<file path="src/rtl/alu_div.sv">
// Multi-cycle radix-2 restoring divider for DIV/DIVU.
// Produces {remainder, quotient} for the HI/LO register and stalls the pipeline while running.
module alu_div (
    input  logic          clk,
    input  logic          rst,
    input  logic          start_i,
    input  logic          signed_i,
    input  logic [31:0]   dividend_i,
    input  logic [31:0]   divisor_i,
    input  logic          flush_i,
    output logic          busy_o,
    output logic          ready_o,
    output logic [63:0]   result_o
);

    localparam int unsigned W  = 32;
    localparam int unsigned CW = 5;
    localparam logic [CW-1:0] LAST_STEP = CW'(W - 1);

    typedef enum logic [1:0] {
        S_IDLE,
        S_BUSY,
        S_DONE
    } state_e;

    state_e            state_q, state_d;
    logic [CW-1:0]     cnt_q, cnt_d;
    logic [W-1:0]      rem_q, rem_d;
    logic [W-1:0]      quo_q, quo_d;
    logic [W-1:0]      dvs_q, dvs_d;
    logic              qsign_q, qsign_d;
    logic              rsign_q, rsign_d;
    logic [2*W-1:0]    result_q, result_d;

    logic [W-1:0]      abs_dvd, abs_dvs;
    logic [W:0]        rem_sh, diff;
    logic [W-1:0]      step_rem, step_quo;
    logic [W-1:0]      fin_rem, fin_quo;

    // Operand magnitudes; signs only matter for DIV.
    assign abs_dvd = (signed_i && dividend_i[W-1]) ? (W'(0) - dividend_i) : dividend_i;
    assign abs_dvs = (signed_i && divisor_i[W-1])  ? (W'(0) - divisor_i)  : divisor_i;

    // One restoring step: shift, 33-bit trial subtract, keep on no borrow.
    assign rem_sh   = {rem_q, quo_q[W-1]};
    assign diff     = rem_sh - {1'b0, dvs_q};
    assign step_rem = diff[W] ? rem_sh[W-1:0] : diff[W-1:0];
    assign step_quo = {quo_q[W-2:0], ~diff[W]};

    // Sign correction happens only on the final step.
    assign fin_quo  = qsign_q ? (W'(0) - step_quo) : step_quo;
    assign fin_rem  = rsign_q ? (W'(0) - step_rem) : step_rem;

    always_ff @(posedge clk or posedge rst) begin
        if (rst) begin
            state_q  <= S_IDLE;
            cnt_q    <= '0;
            rem_q    <= '0;
            quo_q    <= '0;
            dvs_q    <= '0;
            qsign_q  <= 1'b0;
            rsign_q  <= 1'b0;
            result_q <= '0;
        end else begin
            state_q  <= state_d;
            cnt_q    <= cnt_d;
            rem_q    <= rem_d;
            quo_q    <= quo_d;
            dvs_q    <= dvs_d;
            qsign_q  <= qsign_d;
            rsign_q  <= rsign_d;
            result_q <= result_d;
        end
    end

    always_comb begin
        state_d  = state_q;
        cnt_d    = cnt_q;
        rem_d    = rem_q;
        quo_d    = quo_q;
        dvs_d    = dvs_q;
        qsign_d  = qsign_q;
        rsign_d  = rsign_q;
        result_d = result_q;

        if (flush_i) begin
            state_d = S_IDLE;
        end else begin
            case (state_q)
                S_IDLE: begin
                    if (start_i) begin
                        rem_d   = '0;
                        quo_d   = abs_dvd;
                        dvs_d   = abs_dvs;
                        qsign_d = signed_i & (dividend_i[W-1] ^ divisor_i[W-1]);
                        rsign_d = signed_i & dividend_i[W-1];
                        cnt_d   = '0;
                        if (divisor_i == '0) begin
                            result_d = {dividend_i, {W{1'b1}}};
                            state_d  = S_DONE;
                        end else begin
                            state_d  = S_BUSY;
                        end
                    end
                end
                S_BUSY: begin
                    rem_d = step_rem;
                    quo_d = step_quo;
                    cnt_d = cnt_q + CW'(1);
                    if (cnt_q == LAST_STEP) begin
                        result_d = {fin_rem, fin_quo};
                        state_d  = S_DONE;
                    end
                end
                S_DONE: begin
                    state_d = S_IDLE;
                end
                default: begin
                    state_d = S_IDLE;
                end
            endcase
        end
    end

    // Accepting cycle already stalls; DONE lets the instruction advance.
    assign busy_o   = !flush_i && ((state_q == S_BUSY) || ((state_q == S_IDLE) && start_i));
    assign ready_o  = (state_q == S_DONE);
    assign result_o = result_q;

endmodule

</file>
<file path="config.mk">
export PLATFORM = sky130hd
export DESIGN_NAME = alu_div
export DESIGN_NICKNAME = d
export VERILOG_FILES = /design/src/rtl/alu_div.sv
export SDC_FILE = /design/constraint.sdc
export NUM_CORES = 1
export LEC_CHECK = 0
export BUFFER_PORTS_ARGS = -buffer_cell sky130_fd_sc_hd__buf_2
export CORE_MARGIN = 3
export CORE_UTILIZATION = 30
export DETAILED_ROUTE_END_ITERATION = 16
export PLACE_DENSITY = 0.44
export SLEW_MARGIN = 20
export SYNTH_ARGS = -nofsm -noshare
export SYNTH_HDL_FRONTEND = slang
export SYNTH_SLANG_ARGS = --single-unit
</file>
<file path="constraint.sdc">
create_clock -name clk -period 6.7 [get_ports clk]
set_input_delay 1.005 -clock clk [delete_from_list [all_inputs] [get_ports clk]]
set_output_delay 1.005 -clock clk [all_outputs]
set_load 0.01 [all_outputs]
</file>
==> metrics.cfg, run 1 <==
[setup_path]
crit_type=reg2reg
crit_path_start_kind=flip-flop
required_ps=7010
r2r_setup_slack_ps=880
r2r_start=quo_q[31]$_DFFE_PP0P_
critPathMaxFanout=9
reg2reg_to=result_o[62]$_DFFE_PP0P_
end_kind=flip-flop
arrival_ps=6130
r2r_cells=23

[floorplanning]
die_area_sq_um=43200
num_rows=73
die_w_microns=208
start_util_pct=30.6
die_h_microns=208
core_area_sq_um=40000
ios=135

[placement]
placed_cells=2128
dp_hpwl_microns=29900
dpl-instance-area_sq_um=13400
portBuffers=134
post-place-ws_ps=877
gp_congestion=0.850

[clock_network]
cts_resized=0
cts_setup_buffers=0
cts_root_buf=clkbuf_16
clock_path_buffers=2
clk_latency_ps=440
ctsHtreeMaxLevel=4
numCtsBuffers=17
cts_tree=yes
holdBufCountCts=0
clk_pin_slew_ps=70
clock-sinks=169

[power_and_ir_drop]
p_leak_nw=6.04
power_mw=3.03
max-vdd-ir-drop_v=0.000132
powerDensity_nw_per_um2=217

[logic_synthesis]
synthTopCellsByCount=204 x nand2_1, 175 x o21ai_0, 169 x dfrtp_1, 149 x a21oi_1, 146 x nor2_1
post-synth-top-area-fraction_pct=34.6
synth_edf_count=0
syn-cell-area_sq_um=12200
ys_seq_area_share_pct=34.6
yosysTopAreaCell=dfrtp_1
synth_most_common_cell=nand2_1
yosys_warnings=0
avgSynthCellArea_sq_um=8.00
syn_nets=1637
yosys-top-cells-area=dfrtp_1 35%, o21ai_0 7.2%, nand2_1 6.3%
async_reset_ff_share_pct=100
synthCells=1529
synth_ff_type=dfrtp_1
ys_types=78
synth-seq-cells=169

[routing]
wl_per_cell_microns=18.2
num_vias=11200
drcViolationCount=0
drtAntennaViolNets=0
via_per_inst=5.18
wl_microns=39400
drt-pass1-iter-count=5
drtIter0Drc=745

[grt]
grt_max_degree=98
grt.total_usage_pct=18.1
globalRouteOverflowTotal=0
antenna_found_initial=0
grt_pass1_vias=10900
grt_pass1_wl_microns=63200

[finish]
n_fill_cell=4297
area_growth_pct=14.0
post_layout_nonfiller_instances=2160
seq_area_sq_um=4230
drive_above_1_share_pct=13.1
multi_input_area_sq_um=7540
fin_nets=1730
fin_area_sq_um=13900
diodes=0
post-route-util_pct=34.9

[job]
cap_violations=0

[worst_hold_path]
hold_path_class=reg2reg
hold_depth=2
hold_end=cnt_q[4]$_DFFE_PP0P_
hold_start=cnt_q[4]$_DFFE_PP0P_

[timing]
setup_slack_ps=884
fin_setup_tns_ps=0
post-route-period-util_pct=86.8
clock.fmax_mhz=172
finClkSkew_ps=9.73
timing.hold.ws_ps=477
period_needed_ps=5820
setup_viol=0
relSlewSlack_pct=29.5
rsz0062_at_grt=false
slew_violations=0
finalHoldViolations=0
tightest_slew_ps=1050

[run_status]
status=finished clean

[worst max-delay path, stage by stage, from the launching register on]
cell	delay (ps)
dfrtp_1	420
inv_1	90
ha_1	160
inv_1	50
fa_1	390
a211oi_1	300
o31a_1	330
a211o_4	220
a211oi_4	90
a2111oi_4	740
nor2_4	40
inv_2	120
mux2i_1	320
ha_1	250
nand2_1	70
nor3_1	170
nor3b_1	450
nand3_1	120
a21oi_1	150
a41oi_1	120
or3_1	500
o41ai_2	330
xnor2_1	160
o22ai_1	90
[kinds of logic after synthesis]
| group | after synthesis | share of synthesized area, % |
|---|---|---|
| DFF | 169 | 34.6 |
| buffers and inverters | 130 | 4.05 |
| AOI/OAI and AO/OA | 491 | 24.7 |
| xor gates and xnor gates | 135 | 9.67 |
| and+or+nand+nor | 527 | 19.8 |
| adders and majority gates | 39 | 4.05 |
| muxes | 38 | 3.14 |
[routing by layer]
| metal | global-route usage (%) | part of all wire (%) | vias to the layer above |
|---|---|---|---|
| met2 | 28.6 | 44 | 255 |
| li1 | - | - | 5654 |
| met1 | 26.3 | 51 | 5243 |
| met4 | 4.09 | 1.3 | 0 |
| met3 | 2.44 | 3.6 | 28 |
| met5 | 0 | 0 | - |
[cells in the final DEF, fill, tap and decap left out, drive strengths merged, types with 4 or more instances in the layout]
| cell type | count |
|---|---|
| a211oi | 14 |
| nor2b | 8 |
| nand3 | 20 |
| nand3b | 7 |
| ha | 38 |
| nand4 | 9 |
| o31ai | 33 |
| inv | 54 |
| o41ai | 19 |
| o21a | 7 |
| or4 | 10 |
| xnor2 | 54 |
| nand2 | 204 |
| buf | 150 |
| o211ai | 8 |
| o21ai | 179 |
| a22o | 4 |
| mux2i | 35 |
| a21o | 15 |
| clkinv | 11 |
| xor2 | 81 |
| o22ai | 6 |
| clkbuf | 20 |
| nand2b | 12 |
| a41oi | 4 |
| a2111oi | 5 |
| o21bai | 4 |
| nor4 | 20 |
| or2 | 4 |
| and2 | 11 |
| and3 | 12 |
| nor2 | 147 |
| o31a | 5 |
| nor3 | 30 |
| or3 | 20 |
| a21oi | 150 |
| dfrtp | 169 |
| a31oi | 17 |
[layout make-up]
type | count | area share, %
Inverter | 54 | 1.49
Timing Repair Buffer | 150 | 5.67
Sequential cell | 169 | 30.3
Multi-Input combinational cell | 1230 | 54.0
Clock buffer | 20 | 3.20
Clock inverter | 12 | 0.556
Tap cell | 525 | 4.71
[how the worst max path moves through the flow]
| stage | to | depth (start not counted) | startpoint |
|---|---|---|---|
| 2_1_floorplan | cnt_q[0]$_DFFE_PP0P_ | 1 | rst |
| 3_3_place_gp | result_o[28]$_DFFE_PP0P_ | 22 | quo_q[31]$_DFFE_PP0P_ |
| 3_5_place_dp | result_o[62]$_DFFE_PP0P_ | 23 | quo_q[31]$_DFFE_PP0P_ |
| 4_1_cts | result_o[62]$_DFFE_PP0P_ | 23 | quo_q[31]$_DFFE_PP0P_ |
| 5_1_grt | result_o[62]$_DFFE_PP0P_ | 23 | quo_q[31]$_DFFE_PP0P_ |
| 6_report | result_o[62]$_DFFE_PP0P_ | 23 | quo_q[31]$_DFFE_PP0P_ |
[state kept, by name, indices dropped and copies added (netlist names)]
register / flops
result_o: 64
quo_q: 32
dvs_q: 32
cnt_q: 5
state_q: 2
qsign_q: 1
rsign_q: 1
rem_q: 32
[power breakdown]
group | switching, mW | total, mW | internal (mW)
sequential | 0.104 | 1.22 | 1.12
clock | 0.443 | 0.925 | 0.482
combinational | 0.558 | 0.883 | 0.325
Note: power is estimated with default switching activity, not from simulation.
==> run 2: changes to the inputs <==
--- a/config.mk
+++ b/config.mk
@@ -7,9 +7,9 @@
 export LEC_CHECK = 0
 export BUFFER_PORTS_ARGS = -buffer_cell sky130_fd_sc_hd__buf_2
 export CORE_MARGIN = 3
-export CORE_UTILIZATION = 30
+export CORE_UTILIZATION = 29
 export DETAILED_ROUTE_END_ITERATION = 16
-export PLACE_DENSITY = 0.44
+export PLACE_DENSITY = 0.43
 export SLEW_MARGIN = 20
 export SYNTH_ARGS = -nofsm -noshare
 export SYNTH_HDL_FRONTEND = slang
==> constraint.sdc (replaced) <==
create_clock -name clk -period 6.61 [get_ports clk]
set_input_delay 0.9915 -clock clk [delete_from_list [all_inputs] [get_ports clk]]
set_output_delay 0.9915 -clock clk [all_outputs]
set_load 0.01 [all_outputs]
==> metrics.cfg, run 2 (synthesized netlist as in run 1, its figures left out) <==
[worst_hold_path]
hold_path_class=reg2reg
hold_depth=2
hold_start=dvs_q[15]$_DFFE_PP0P_
hold_end=dvs_q[15]$_DFFE_PP0P_

[finish]
area_growth_pct=15.0
post-route-util_pct=34.1
fin_nets=1732
final_cell_mix=203 x nand2_1, 175 x o21ai_0, 169 x dfrtp_1
diodes=0
n_fill_cell=4390
largest_register_ffs=64
drive_above_1_share_pct=13.3
post_layout_nonfiller_instances=2169
mostFrequentLayoutCell=nand2_1
fin_area_sq_um=14100

[run_status]
status=finished clean

[grt]
grt.total_usage_pct=17.8
grt_pass1_vias=10800
grt_max_degree=98
grt_pass1_wl_microns=63300
antenna_found_initial=0
globalRouteOverflowTotal=0

[timing]
finClkSkew_ps=9.53
setup_slack_ps=958
relSlewSlack_pct=27.5
post-route-period-util_pct=85.5
clock.fmax_mhz=177
setup_viol=0
slew_violations=0
timing.hold.ws_ps=477
finalHoldViolations=0
period_needed_ps=5650
fin_setup_tns_ps=0
tightest_slew_ps=1080
rsz0062_at_grt=false

[floorplanning]
die_area_sq_um=44700
die_w_microns=211
ios=135
num_rows=74
core_area_sq_um=41300
start_util_pct=29.6
die_h_microns=211

[placement]
portBuffers=134
post-place-ws_ps=994
dp_hpwl_microns=30300
placed_cells=2137
gp_congestion=0.887
dpl-instance-area_sq_um=13400

[setup_path]
crit_type=reg2reg
reg2reg_to=result_o[62]$_DFFE_PP0P_
critPathMaxFanout=9
arrival_ps=5970
r2r_start=quo_q[31]$_DFFE_PP0P_
crit_path_top_delay_cell=or3_1
required_ps=6930
crit_path_start_kind=flip-flop
crit_chain=inv_1 -> ha_1 -> inv_1 -> fa_1 -> a211oi_1 -> o31a_1 -> a211o_4 -> a211oi_4 -> a221o_4 -> nor2_4 -> inv_2 -> mux2i_1 -> ha_1 -> nand2_1 -> nor3_1 -> nor3b_1 -> nand3_1 -> a21oi_1 -> a41oi_1 -> or3_1 -> o41ai_2 -> xnor2_1 -> o22ai_1
worst_path_largest_cell_delay_ps=520
end_kind=flip-flop
r2r_setup_slack_ps=960
r2r_cells=23

[clock_network]
holdBufCountCts=0
cts_root_buf=clkbuf_16
ctsHtreeMaxLevel=4
clock-sinks=169
clk_pin_slew_ps=70
clock_path_buffers=2
cts_setup_buffers=0
numCtsBuffers=17
clk_latency_ps=450
cts_resized=0
cts_tree=yes

[job]
cap_violations=0

[routing]
met2WireLength_microns=17600
drt-pass1-iter-count=5
drt-met1-wl_microns=20200
top_layer_used=met4
num_vias=11000
wl_met3_microns=1290
via_per_inst=5.08
drtAntennaViolNets=0
drcViolationCount=0
drtIter0Drc=659
wl_microns=39400
wl_per_cell_microns=18.2

[power_and_ir_drop]
max-vdd-ir-drop_v=0.000127
power_mw=3.22
powerDensity_nw_per_um2=229
p_leak_nw=6.07

run 2: power by group:
group | switching [mW] | leakage, nW | internal, mW
clock network | 0.466 | 0.287 | 0.620
registers | 0.104 | 2.15 | 1.13
logic | 0.564 | 3.64 | 0.330
run 2: layer usage:
| layer | GRT usage (%) | up-vias |
|---|---|---|
| li1 | - | 5649 |
| met1 | 26.3 | 5156 |
| met2 | 28.5 | 191 |
| met3 | 1.99 | 13 |
| met4 | 3.21 | 0 |
| met5 | 0 | - |
run 2: layout make-up:
cell class	count	area, sq um	share of cell area, %
clock buffers	20	457	3.25
inverters	54	208	1.48
well taps	532	666	4.73
repair buffers	152	806	5.73
multi-input cells	1230	7540	53.6
clock inverters	12	165	1.17
flip-flops and latches	169	4230	30.1
run 2: worst max path at each step:
stage	from	endpoint
2_1_floorplan	rst	cnt_q[0]$_DFFE_PP0P_
6_report	quo_q[31]$_DFFE_PP0P_	result_o[62]$_DFFE_PP0P_
5_1_grt	quo_q[31]$_DFFE_PP0P_	result_o[62]$_DFFE_PP0P_
3_3_place_gp	quo_q[31]$_DFFE_PP0P_	result_o[62]$_DFFE_PP0P_
4_1_cts	quo_q[31]$_DFFE_PP0P_	result_o[62]$_DFFE_PP0P_
3_5_place_dp	quo_q[31]$_DFFE_PP0P_	result_o[62]$_DFFE_PP0P_
run 2: critical path: cells and delay by family (launching register included):
family / cells / cell delay [ps]
compound gates: 9 / 2130
xor+xnor: 1 / 180
fa+ha+maj: 3 / 800
buf+inv: 3 / 220
flops: 1 / 430
mux: 1 / 280
simple gates: 6 / 1500
==> run 3: changes to the inputs <==
--- a/config.mk
+++ b/config.mk
@@ -5,11 +5,11 @@
 export SDC_FILE = /design/constraint.sdc
 export NUM_CORES = 1
 export LEC_CHECK = 0
-export BUFFER_PORTS_ARGS = -buffer_cell sky130_fd_sc_hd__buf_2
 export CORE_MARGIN = 3
 export CORE_UTILIZATION = 29
 export DETAILED_ROUTE_END_ITERATION = 16
-export PLACE_DENSITY = 0.43
+export DONT_BUFFER_PORTS = 1
+export PLACE_DENSITY = 0.51
 export SLEW_MARGIN = 20
 export SYNTH_ARGS = -nofsm -noshare
 export SYNTH_HDL_FRONTEND = slang
==> constraint.sdc (replaced) <==
create_clock -name clk -period 6.5 [get_ports clk]
set_input_delay 0.975 -clock clk [delete_from_list [all_inputs] [get_ports clk]]
set_output_delay 0.975 -clock clk [all_outputs]
set_load 0.01 [all_outputs]
==> metrics.cfg, run 3 (synthesized netlist as in run 1, its figures left out) <==
[setup_path]
end_kind=flip-flop
r2r_setup_slack_ps=710
crit_path_start_kind=flip-flop
r2r_start=quo_q[31]$_DFFE_PP0P_
required_ps=6820
arrival_ps=6110
startpoint=quo_q[31]$_DFFE_PP0P_
reg2reg_to=result_o[62]$_DFFE_PP0P_
crit_type=reg2reg
r2r_cells=24
critPathMaxFanout=9

[job]
cap_violations=0

[finish]
mostFrequentLayoutCell=nand2_1
post-route-util_pct=32.3
area_growth_pct=8.96
final_cell_mix=203 x nand2_1, 175 x o21ai_0, 169 x dfrtp_1
drive_above_1_share_pct=5.40
largest_register_ffs=64
fin_nets=1594
diodes=0

[clock_network]
cts_resized=0
holdBufCountCts=0
ctsHtreeMaxLevel=4
clk_latency_ps=450
clock-sinks=169
numCtsBuffers=17
clk_pin_slew_ps=80
cts_setup_buffers=0
cts_tree=yes
clock_path_buffers=2
cts_root_buf=clkbuf_16

[placement]
gp_congestion=0.860
dp_hpwl_microns=29400
portBuffers=0

[timing]
relSlewSlack_pct=32.5
period_needed_ps=5790
rsz0062_at_grt=false
setup_viol=0
finClkSkew_ps=14.8
post-route-period-util_pct=89.1
fin_setup_tns_ps=0
clock.fmax_mhz=173
tightest_slew_ps=1010
finalHoldViolations=0
slew_violations=0

[worst_hold_path]
hold_path_class=reg2reg
hold_start=cnt_q[4]$_DFFE_PP0P_
hold_depth=2
hold_end=cnt_q[4]$_DFFE_PP0P_

[grt]
antenna_found_initial=0
grt_max_degree=105
grt.total_usage_pct=17.4
busiest_layer=met2
globalRouteOverflowTotal=0
grt_util_met3_pct=4.28
met2_usage_pct=27.1
grt_pass1_wl_microns=61200
use_met1_pct=24.4
grt_pass1_vias=10300

[floorplanning]
die_w_microns=211
ios=135
num_rows=74
core_area_sq_um=41300
start_util_pct=29.6
die_area_sq_um=44700
die_h_microns=211

[power_and_ir_drop]
max-vdd-ir-drop_v=0.000172
p_leak_nw=5.50
powerDensity_nw_per_um2=236

[routing]
via_per_inst=5.27
num_vias=10700
wl_per_cell_microns=19.1
drcViolationCount=0
drtAntennaViolNets=0
drt-pass1-iter-count=4
wl_microns=38800
drtIter0Drc=776

[run_status]
status=finished clean

run 3: cell count changes in the layout (fill, tap and decap cells not counted), sizes merged:
cell,delta
clkinv,+1
clkbuf,-1
clkinvlp,-3
bufinv,-2
buf,-138
inv,+5
run 3: power by group:
part	internal [mW]	switching, mW	total, mW
Sequential	1.15	0.121	1.27
Clock	0.559	0.481	1.04
Combinational	0.309	0.526	0.835
run 3: worst max-delay path by stage:
stage	end	slack, ps	depth (start not counted)
CTS	result_o[62]$_DFFE_PP0P_	700	24
detailed placement	result_o[62]$_DFFE_PP0P_	720	23
floorplan	cnt_q[0]$_DFFE_PP0P_	950	1
global route	result_o[62]$_DFFE_PP0P_	190	24
global placement	result_o[28]$_DFFE_PP0P_	890	22
finish	result_o[62]$_DFFE_PP0P_	710	24
run 3: critical path: stages (launching register included):
cell       delay (ps)
dfrtp_1           440
inv_1              90
ha_1              160
inv_1              60
fa_1              390
a211oi_1          290
o31a_1            330
a211o_4           230
a211oi_4           90
a2111oi_4         740
nor2_4             40
inv_2             120
nor2_1             60
a21oi_1           240
ha_1              250
nand2_1            80
nor3_1            190
nor3b_1           400
nand3_1           130
a21oi_1           150
a41oi_1           110
or3_1             500
o41ai_2           330
xnor2_1           160
o22ai_1            90
run 3: area by class of cell:
class	instances	area [sq um]
clock buffer	19	453
clock inverter	13	131
fill	4383	28000
inverter	54	208
multi-input combinational	1230	7540
sequential	169	4230
tap	532	666
timing repair buffer	14	105
run 3: stage by stage:
| step | total power, mW | setup slack (ps) | hold slack [ps] | instance area (sq um) | instances |
|---|---|---|---|---|---|
| after global placement | 2.13 | 885 | 458 | 12700 | 1999 |
| after CTS | 3.19 | 698 | 486 | 13300 | 2031 |
| after floorplan | 1.91 | 950 | 445 | 12200 | 1529 |
| after global routing | 3.36 | 185 | 506 | 13300 | 2031 |
| after detailed placement | 2.13 | 719 | 470 | 12700 | 1999 |
| final | 3.15 | 710 | 478 | 13300 | 2031 |
run 3: per-layer routing:
| layer | routed length (microns) | up-vias |
|---|---|---|
| met5 | 0 | - |
| met4 | 573 | 0 |
| met3 | 2430 | 34 |
| met2 | 17100 | 219 |
| met1 | 18700 | 5062 |
| li1 | - | 5390 |
